$ cat config.mk
export PLATFORM = sky130hd
export DESIGN_NAME = serial_subtractor
export DESIGN_NICKNAME = d
export VERILOG_FILES = /design/src/rtl/serial_subtractor.sv
export SDC_FILE = /design/constraint.sdc
export NUM_CORES = 1
export LEC_CHECK = 0
export BUFFER_PORTS_ARGS = -buffer_cell sky130_fd_sc_hd__clkbuf_2
export CORE_AREA = 2 2 46 48
export CTS_BUF_LIST = sky130_fd_sc_hd__clkbuf_4 sky130_fd_sc_hd__clkbuf_8
export DETAILED_ROUTE_END_ITERATION = 10
export DIE_AREA = 0 0 48 50
export GPL_ROUTABILITY_DRIVEN = 1
export HOLD_SLACK_MARGIN = 0.12
export PLACE_DENSITY = 0.73
export SYNTH_ARGS = -nofsm -noshare
export SYNTH_HDL_FRONTEND = slang
export SYNTH_SLANG_ARGS = --single-unit
$ cat constraint.sdc
create_clock -name clk -period 1.2 [get_ports clk]
set_input_delay 0.18 -clock clk [delete_from_list [all_inputs] [get_ports clk]]
set_output_delay 0.18 -clock clk [all_outputs]
set_load 0.005 [all_outputs]
$ cat src/rtl/serial_subtractor.sv
// Bit-serial, LSB-first subtractor: d = a - b - bin over WIDTH cycles with one full-subtractor cell.
// Define SERIAL_SUB_OVF_EN to add the signed-overflow output ovf.
module serial_subtractor #(
   parameter int WIDTH = 4
) (
   input  logic             clk,
   input  logic             rst_n,
   input  logic             start,
   input  logic [WIDTH-1:0] a,
   input  logic [WIDTH-1:0] b,
   input  logic             bin,
   output logic             busy,
   output logic             done,
   output logic [WIDTH-1:0] d,
   output logic             bout
`ifdef SERIAL_SUB_OVF_EN
   ,
   output logic             ovf
`endif
);

   localparam int CW = $clog2(WIDTH);

   typedef enum logic [1:0] {
      IDLE = 2'd0,
      RUN  = 2'd1,
      DONE = 2'd2
   } state_t;

   state_t           state_q;
   state_t           state_d;
   logic [WIDTH-1:0] sa;
   logic [WIDTH-1:0] sb;
   logic [WIDTH-1:0] res;
   logic [WIDTH-1:0] res_nxt;
   logic             br;
   logic             br_nxt;
   logic             dbit;
   logic [CW-1:0]    cnt;
   logic             last;
`ifdef SERIAL_SUB_OVF_EN
   logic             a_msb;
   logic             b_msb;
`endif

   // Handshake: start is a request accepted only in IDLE; busy is high from the
   // cycle after acceptance through DONE, and done pulses once when d/bout update.
   assign busy = (state_q != IDLE);
   assign done = (state_q == DONE);

   always_comb begin
      dbit    = sa[0] ^ sb[0] ^ br;
      br_nxt  = (~sa[0] & sb[0]) | (~(sa[0] ^ sb[0]) & br);
      res_nxt = WIDTH'({dbit, res} >> 1);
      last    = (cnt == CW'(WIDTH - 1));
   end

   always_comb begin
      state_d = state_q;
      case (state_q)
         IDLE:    if (start) state_d = RUN;
         RUN:     if (last) state_d = DONE;
         DONE:    state_d = IDLE;
         default: state_d = IDLE;
      endcase
   end

   always_ff @(posedge clk) begin
      if (!rst_n) begin
         state_q <= IDLE;
      end else begin
         state_q <= state_d;
      end
   end

   always_ff @(posedge clk) begin
      if (!rst_n) begin
         sa   <= '0;
         sb   <= '0;
         res  <= '0;
         br   <= 1'b0;
         cnt  <= '0;
         d    <= '0;
         bout <= 1'b0;
`ifdef SERIAL_SUB_OVF_EN
         a_msb <= 1'b0;
         b_msb <= 1'b0;
         ovf   <= 1'b0;
`endif
      end else if (state_q == IDLE) begin
         if (start) begin
            sa  <= a;
            sb  <= b;
            br  <= bin;
            cnt <= '0;
`ifdef SERIAL_SUB_OVF_EN
            a_msb <= a[WIDTH-1];
            b_msb <= b[WIDTH-1];
`endif
         end
      end else if (state_q == RUN) begin
         sa  <= sa >> 1;
         sb  <= sb >> 1;
         br  <= br_nxt;
         res <= res_nxt;
         cnt <= cnt + CW'(1);
         // The final bit step writes straight into the held outputs.
         if (last) begin
            d    <= res_nxt;
            bout <= br_nxt;
`ifdef SERIAL_SUB_OVF_EN
            ovf  <= (a_msb != b_msb) && (dbit != a_msb);
`endif
         end
      end
   end

endmodule

==> flow_summary.toml, run 1 <==
[layout]
drive_gt1_share_pct = 36.0
syn2layout_area_growth_pct = 28.7
num_antenna_cells = 0
utilization_pct = 60.3
fillCellCount = 162
layout.nets = 140
stdcell_count = 152
design_area_um2 = 1150

[timing]
maxSlewHeadroom_pct = 78.5
hold_viol = 0
layout_min_cycle_time_ns = 1.21
finClkSkew_ns = 0.00752
rsz0062_at_grt = "true"
fmax_mhz = 827
slew_violations = 0
timing.final.crit_share_pct = 101
tns_ns = -0.00885
worst_pin_slew_ns = 0.322
fin_ws_ns = -0.00885
final-setup-viol-count = 1

[outcome]
violations = "negative setup slack"
status = "finished, violations left"

[pwr]
leakage_nw = 0.507
vdd_ir_drop_max_mv = 0.668
powerDensity_nw_per_um2 = 1140

[min_path]
hold_depth = 3
hp-start = "b[0]"
hold_path.class = "in2reg"
min_to = "sb[0]$_SDFFE_PN0P_"

[synthesis]
ys_ff_latch = 21
syn_area_per_cell_um2 = 9.18
synthCells = 97
synth-edff-count = 0
synth_area_leaders = "dfxtp_1 (47%), mux2i_1 (11%), o21ai_0 (7.3%)"
synth.cell_area_um2 = 891
synth.most_common_cell = "dfxtp_1"
synth.distinct_cells = 22
yosysWarnings = 0
synthArstFlopShare_pct = 0
synth_commonest_cells = "dfxtp_1 (21), o21ai_0 (13), nand2_1 (12), mux2i_1 (10), o211ai_1 (7)"
synthFlopType = "dfxtp_1"
syn_nets = 111
synth_top_area_share_pct = 47.2
yosys.area.top_type = "dfxtp_1"
synth_seq_area_share_pct = 47.2

[floorplan]
fp.dieH_um = 50
initial_core_util_pct = 46.8
dieArea_um2 = 2400
rows = 16
core_area_um2 = 1900
io_pins = 19
fp.dieW_um = 48

[placement]
pre_cts_ws_ns = 0.0208
hpwl_um = 1270
place_inst = 142
gp_congestion = 0.703
portBuffers = 18
dpl-instance-area_um2 = 1040

[drt]
drc = 0
routed_wl_um = 1870
wl_per_cell_um = 12.3
vias = 772
dr.pass1.iters = 4
detail-route-antenna-nets = 0
first_iter_violations = 13
viasPerCell = 5.08

[setup_path]
crit_buf_inv = 2
r2r_start = "br$_SDFFE_PN0P_"
timing.rr.end = "res[3]$_SDFFE_PN0P_"
crit_slowest_cell = "dfxtp_2"
ff2ff_path_depth = 4
cp.required_ns = 1.02
regToRegSetupSlack_ns = 0.05
cp_max_fo = 5
crit_chain = "buf_6 > nor2b_1 > clkbuf_2"
cpPeakStageDelay_ns = 0.37
criticalPathCategory = "reg2out"
crit_cells = 3
worstPathArrival_ns = 1.03
endpoint_kind = "primary output"
critical-path-top-delay-family = "flip-flops"
critPathLaunchType = "flip-flop"

[clock_tree]
cts_num_sinks = 21
clock_latency_ns = 0.31
clk_path_buf_depth = 2
clk_pin_slew_worst_paths_ns = 0.12
cts_inserted_buffers = 3
htree_levels = 1
cts_root_buf = "clkbuf_4"
cts_tree = "done"

[job]
max_cap_violations = 0

[global_route]
grt_max_degree = 29
grt_use_total_pct = 18.9
grt_pass1_wl_um = 3250
grt_pass1_vias = 755
antenna_found_initial = 0
overflow = 0
[how the worst max path moves through the flow]
stage,from,end,slack [ns]
after floorplan,cnt[0]$_SDFFE_PN0P_,bout$_SDFFE_PN0P_,0.04
after global placement,sb[0]$_SDFFE_PN0P_,res[3]$_SDFFE_PN0P_,0.04
after detailed placement,sb[0]$_SDFFE_PN0P_,res[3]$_SDFFE_PN0P_,0.02
after CTS,state_q[1]$_SDFFE_PN0P_,done,-0.01
after global routing,state_q[1]$_SDFFE_PN0P_,done,-0.08
final,state_q[1]$_SDFFE_PN0P_,done,-0.009
[flip-flops by register name (all words and copies together), names as in the netlist]
name     cells
state_q      2
sb           4
br           1
d            4
sa           4
bout         1
cnt          2
res          3
[logic make-up after synthesis]
kind of cell | count (synthesis) | synth area share [%]
flops | 21 | 47.2
mux | 10 | 11.2
buf+inv | 11 | 5.05
fa+ha+maj | 2 | 3.65
simple gates | 29 | 16.6
compound gates | 24 | 16.3
[repair_timing]
action,CTS,global route
hold buffers,2,0
endpoints found under the setup margin,4,6
setup buffers,4,0
pin swaps,0,1
endpoints found under the hold margin,2,0
resized for setup,9,8
[worst reg2reg max path, cell delays in order, from the launching register on]
cell	delay [ns]
dfxtp_2	0.35
inv_2	0.04
fa_2	0.53
mux2i_1	0.07
nor2b_1	0.10
[report_power, final]
group	internal (mW)	switching, mW	leakage, nW
sequential	0.732	0.0222	0.173
combinational	0.0966	0.0879	0.315
clock	0.152	0.218	0.0184
[per-layer routing]
layer / vias up / track usage [%] / routed length, um / share of wire (%)
met5: - / 0 / 0 / 0
met4: 0 / 8.56 / 31 / 1.7
met3: 4 / 4.40 / 47 / 2.5
met2: 16 / 27.6 / 913 / 49
met1: 361 / 25.7 / 875 / 47
li1: 391 / - / - / -
[cell usage in the layout (no fill, tap or decap), types with 2 or more instances in the layout]
master         count
buf_4              9
clkbuf_2          18
clkbuf_4           4
dfxtp_1           16
dfxtp_2            5
dlygate4sd3_1      2
inv_1              2
inv_2              2
mux2i_1           10
nand2_1           12
nand3_1            5
nor2b_1            5
o211ai_1           7
o21ai_0           10
o21ai_1            3
o22ai_1            2
[final cells by class]
type	count	area (um2)	area share (%)
multi-input cells	65	437	38.1
flip-flops and latches	21	427	37.2
repair buffers	31	204	17.8
well taps	27	33.8	2.95
clock buffers	4	30.0	2.62
inverters	4	15.0	1.31
[per-stage QoR]
stage / hold slack, ns / power [mW]
finish: 0.137 / 1.31
global route: 0.135 / 1.39
CTS: 0.141 / 1.31
detailed placement: 0.430 / 0.926
global placement: 0.423 / 0.919
floorplan: 0.330 / 0.866
Note: power is estimated with default switching activity, not from simulation.
==> run 2: changes to the inputs <==
Settings changed: SETUP_SLACK_MARGIN set to 0.02.
==> run 2 against run 1 <==
The run still ends with negative setup slack left. Total power rose by 1.1%. Final cell count did not move. Critical endpoint unchanged. Count of clock-buffer cells in the layout did not move. Sequential share of layout area barely moved. Combinational power barely moved. Wire length rose by 2.1%. Sequential power barely moved.
==> flow_summary.toml, run 2 (same netlist as run 1, synthesis figures left out) <==
[timing]
worst_pin_slew_ns = 0.320
timing.final.crit_share_pct = 101
final-setup-viol-count = 2
fmax_mhz = 825
hold_slack_ns = 0.114
hold_viol = 0
tns_ns = -0.0193
rsz0062_at_grt = "true"
layout_min_cycle_time_ns = 1.21
finClkSkew_ns = 0.0128
slew_violations = 0
maxSlewHeadroom_pct = 78.6
fin_ws_ns = -0.0124

[layout]
syn2layout_area_growth_pct = 29.4
layout.nets = 140
stdcell_count = 152
final_common_cell = "clkbuf_2"
utilization_pct = 60.6
final_cell_mix = "clkbuf_2 (18), dfxtp_1 (14), nand2_1 (12), mux2i_1 (10)"
num_antenna_cells = 0
drive_gt1_share_pct = 38.4
top_regs = "d (4), sa (4), sb (4)"

[clock_tree]
htree_levels = 1
cts_root_buf = "clkbuf_4"
clk_path_buf_depth = 2
cts_num_sinks = 21
cts_tree = "done"
cts_inserted_buffers = 3
clk_pin_slew_worst_paths_ns = 0.13
clock_latency_ns = 0.32

[floorplan]
initial_core_util_pct = 46.8
rows = 16
dieArea_um2 = 2400
fp.dieW_um = 48
core_area_um2 = 1900
io_pins = 19
fp.dieH_um = 50

[drt]
dr.pass1.iters = 4
detail-route-antenna-nets = 0
wl_per_cell_um = 12.6
first_iter_violations = 10
drc = 0
viasPerCell = 5.08
routed_wl_um = 1910
vias = 772

[setup_path]
crit_slowest_cell = "dfxtp_2"
r2r_start = "br$_SDFFE_PN0P_"
ff2ff_path_depth = 4
regToRegSetupSlack_ns = 0.04
cp.required_ns = 1.02
criticalPathCategory = "reg2out"
crit_chain = "buf_6 > nor2b_1 > clkbuf_2"
worstPathArrival_ns = 1.03
timing.rr.end = "res[3]$_SDFFE_PN0P_"
endpoint_kind = "primary output"
setup.worst_path.start = "state_q[1]$_SDFFE_PN0P_"
cp_max_fo = 5
worstSetupEndpoint = "done"
critPathLaunchType = "flip-flop"
cpPeakStageDelay_ns = 0.37

[pwr]
vdd_ir_drop_max_mv = 0.690
powerDensity_nw_per_um2 = 1150
fin_total_pwr_mw = 1.32
leakage_nw = 0.510

[placement]
portBuffers = 18
place_inst = 142
gp_congestion = 0.703
hpwl_um = 1270

[job]
max_cap_violations = 0

[global_route]
overflow = 0
antenna_found_initial = 0
grt_pass1_wl_um = 3250
grt_pass1_vias = 755
grt_use_total_pct = 18.9
grt_max_degree = 29

[outcome]
status = "finished, violations left"
violations = "negative setup slack"

[min_path]
hold_path.class = "in2reg"
run 2: changes by cell type in the layout (fill, tap and decap cells not counted):
cell,change
o21ai_2,+1
dfxtp_2,+2
dfxtp_1,-2
o21ai_0,-1
run 2: critical path: cells and delay by family (launching register included):
family	cells	cell delay, ns
AND/OR/NAND/NOR	1	0.12
flip-flops	1	0.37
buffers and inverters	2	0.24
run 2: layout make-up:
class | count | area (um2)
inverters | 4 | 15.0
repair buffers | 31 | 204
fillers | 163 | 749
clock buffers | 4 | 30.0
flip-flops and latches | 21 | 429
multi-input cells | 65 | 440
well taps | 27 | 33.8
run 2: per-layer routing:
layer	global-route usage, %	part of all wire [%]	up-vias
li1	-	-	391
met4	8.56	1.9	0
met5	0	0	-
met3	4.40	2.3	4
met1	25.7	47	365
met2	27.6	48	12
run 2: worst min path at each step:
stage,start,end,slack [ns],cells after the start
2_1_floorplan,a[3],sa[3]$_SDFFE_PN0P_,0.33,2
4_1_cts,b[0],sb[0]$_SDFFE_PN0P_,0.14,3
3_5_place_dp,a[3],sa[3]$_SDFFE_PN0P_,0.43,3
5_1_grt,a[0],sa[0]$_SDFFE_PN0P_,0.13,3
3_3_place_gp,b[3],sb[3]$_SDFFE_PN0P_,0.42,3
6_report,b[0],sb[0]$_SDFFE_PN0P_,0.11,3
run 2: metrics by stage:
| stage | instance area (um2) | setup WS, ns |
|---|---|---|
| 2_1_floorplan | 891 | 0.0384 |
| 6_report | 1150 | -0.0124 |
| 4_1_cts | 1140 | -0.0111 |
| 3_3_place_gp | 1040 | 0.0390 |
| 3_5_place_dp | 1040 | 0.0208 |
| 5_1_grt | 1150 | -0.0789 |
run 2: report_power, final:
part,switching (mW),internal (mW),leakage (nW)
sequential,0.0222,0.733,0.174
combinational,0.0900,0.0976,0.317
clock,0.228,0.153,0.0184
total,0.340,0.983,0.510
run 2: repair_timing:
action | CTS | global route
endpoints found under the setup margin | 4 | 11
pin swaps | 1 | 2
buffers inserted | 4 | 0
hold buffers | 2 | 0
resized for setup | 13 | 8
hold endpoints to repair | 2 | 0
==> run 3: changes to the inputs <==
Settings changed: ABC_AREA set to 1, CORE_AREA 2 2 46 48 to 2 2 47 49, DIE_AREA 0 0 48 50 to 0 0 49 51, PLACE_DENSITY 0.73 to 0.75, SKIP_LAST_GASP set to 1.
==> run 3 against run 2 <==
The flow still finishes with violations (negative setup slack). Combinational power up 44%. Final cell count up 22%. Count of clock-buffer cells in the layout down 1. Worst hold slack better by 0.019 ns. Die area up 4.1%. Total power up 3.0%. Setup slack worse by 0.024 ns. Cell area up 9.2%. Area after synthesis up 8.1%. Critical path type unchanged. Largest power group unchanged.
==> flow_summary.toml, run 3 <==
[global_route]
antenna_found_initial = 0
grt_pass1_vias = 806
grt_use_total_pct = 17.8
grt_max_degree = 20
grt_pass1_wl_um = 3380
overflow = 0

[setup_path]
setup.worst_path.start = "state_q[0]$_SDFFE_PN0P_"
cp_max_fo = 6
endpoint_kind = "primary output"
criticalPathCategory = "reg2out"
worstPathArrival_ns = 1.06
cp.required_ns = 1.02
critPathLaunchType = "flip-flop"
r2r_start = "state_q[0]$_SDFFE_PN0P_"

[layout]
drive_gt1_share_pct = 36.3
seq_area_um2 = 432
top_regs = "d (4), sa (4), sb (4)"
layout.nets = 172
final_common_cell = "nand2_1"
num_antenna_cells = 0
fillCellCount = 208
multiInputGateArea_um2 = 469
syn2layout_area_growth_pct = 30.6
final_cell_mix = "nand2_1 (24), clkbuf_2 (18), inv_1 (17), nor2_1 (16), dfxtp_1 (16)"
stdcell_count = 185
design_area_um2 = 1260

[timing]
hold_viol = 0
fmax_mhz = 809
final-setup-viol-count = 3
fin_ws_ns = -0.0359
timing.final.crit_share_pct = 103
maxSlewHeadroom_pct = 76.1
rsz0062_at_grt = "true"
finClkSkew_ns = 0.00922
slew_violations = 0
hold_slack_ns = 0.134
worst_pin_slew_ns = 0.359
layout_min_cycle_time_ns = 1.24

[drt]
vias = 867
drc = 0
dr.pass1.iters = 4
first_iter_violations = 6
detail-route-antenna-nets = 0
wl_per_cell_um = 10.7
routed_wl_um = 1980
viasPerCell = 4.69

[synthesis]
ys_ff_latch = 21
synth.most_common_cell = "nand2_1"
post_synth_fa_ha_maj_area_fraction_pct = 3.38
synthCells = 131
synth_xor_area_share_pct = 0
synthArstFlopShare_pct = 0
yosys.area_share.simple_pct = 25.2
syn_area_per_cell_um2 = 7.35
synth_commonest_cells = "nand2_1 (25), dfxtp_1 (21), inv_1 (18), nor2_1 (18), o21ai_0 (14)"
yosysWarnings = 0
synth.cell_area_um2 = 963
synth_compound_area_share_pct = 15.6
synth-edff-count = 0
yosys-mux-area-fraction_pct = 0
synth_top_area_share_pct = 43.6
syn_nets = 145
yosys.area.top_type = "dfxtp_1"
synthFlopType = "dfxtp_1"
synth_top_family_by_area = "simple AND/OR/NAND/NOR gates"
synth_area_leaders = "dfxtp_1 (44%), nand2_1 (9.7%), o21ai_0 (7.3%)"
synth_seq_area_share_pct = 43.6
synth.distinct_cells = 18

[placement]
pre_cts_ws_ns = 0.0244
dpl-instance-area_um2 = 1100
hpwl_um = 1310
place_inst = 176
portBuffers = 18
gp_congestion = 0.733

[clock_tree]
clk_path_buf_depth = 2
cts_tree = "done"
cts_root_buf = "clkbuf_4"
htree_levels = 1
cts_num_sinks = 21
cts_inserted_buffers = 3
clock_latency_ns = 0.30
cts_hold_buffers = 0
clk_pin_slew_worst_paths_ns = 0.12

[floorplan]
fp.dieH_um = 51
core_area_um2 = 2060
initial_core_util_pct = 46.7
dieArea_um2 = 2500
rows = 17
io_pins = 19
fp.dieW_um = 49

[pwr]
powerDensity_nw_per_um2 = 1080
fin_total_pwr_mw = 1.36
leakage_nw = 0.587
vdd_ir_drop_max_mv = 0.642

[job]
max_cap_violations = 0

[min_path]
hp-start = "a[3]"
hold_path.class = "in2reg"

[outcome]
status = "finished, violations left"
violations = "negative setup slack"
[run 3: cell count changes after synthesis, sizes merged, moves of 4 or more]
cell	delta
nor2b	-5
nor2	+16
nand2	+14
a21oi	+11
inv	+14
clkbuf	-4
mux2i	-10
o211ai	-7
or2	+7
[run 3: cells by family (layout without fill, tap and decap cells)]
kind of cell	after synthesis	after routing
adder cells (fa/ha/maj)	2	2
buffers and inverters	24	50
AND/OR/NAND/NOR	57	57
flip-flops	21	21
AO/OA/AOI/OAI	27	27
[run 3: cell type report]
class                           instances  share of cell area (%)
Inverter                               18                    5.37
Multi-Input combinational cell         86                    37.3
Clock buffer                            3                    1.79
Clock inverter                          1                   0.398
Sequential cell                        21                    34.3
Timing Repair Buffer                   28                    18.1
Tap cell                               28                    2.78
[run 3: path summary, 6_finish.rpt]
check,endpoint,slack (ns),cells after the start
setup / recovery,busy,-0.04,4
hold / removal,sa[3]$_SDFFE_PN0P_,0.13,3
setup reg to reg,br$_SDFFE_PN0P_,-0.04,5
hold reg to reg,sb[3]$_SDFFE_PN0P_,0.47,2
[run 3: through the flow]
stage | TNS (ns) | util, %
after floorplan | 0 | -
after detailed placement | 0 | 53.4
after global placement | 0 | 53.4
after CTS | -0.107 | 58.0
after global routing | -0.372 | 61.0
final | -0.0775 | 61.0
[run 3: timing repair]
action / in CTS / in global routing
gates cloned: 1 / 0
endpoints found under the setup margin: 3 / 15
setup buffers: 2 / 2
resized for setup: 11 / 13
pin swaps: 1 / 5
[run 3: per-layer routing]
| metal | up-vias | wire, um | GRT usage (%) |
|---|---|---|---|
| met5 | - | 0 | 0 |
| met4 | 0 | 27 | 5.71 |
| met3 | 4 | 62 | 2.63 |
| met2 | 17 | 1060 | 34.5 |
| met1 | 390 | 829 | 19.9 |
| li1 | 456 | - | - |
[run 3: report_power, final]
part	switching (mW)	internal [mW]	leakage, nW
clock	0.208	0.124	0.0177
sequential	0.0216	0.738	0.175
combinational	0.131	0.140	0.395
[run 3: worst max-delay path, cell delays in order, from the launching register on]
cell,delay (ns)
dfxtp_4,0.38
buf_12,0.13
nor2_4,0.10
inv_1,0.04
clkbuf_2,0.10
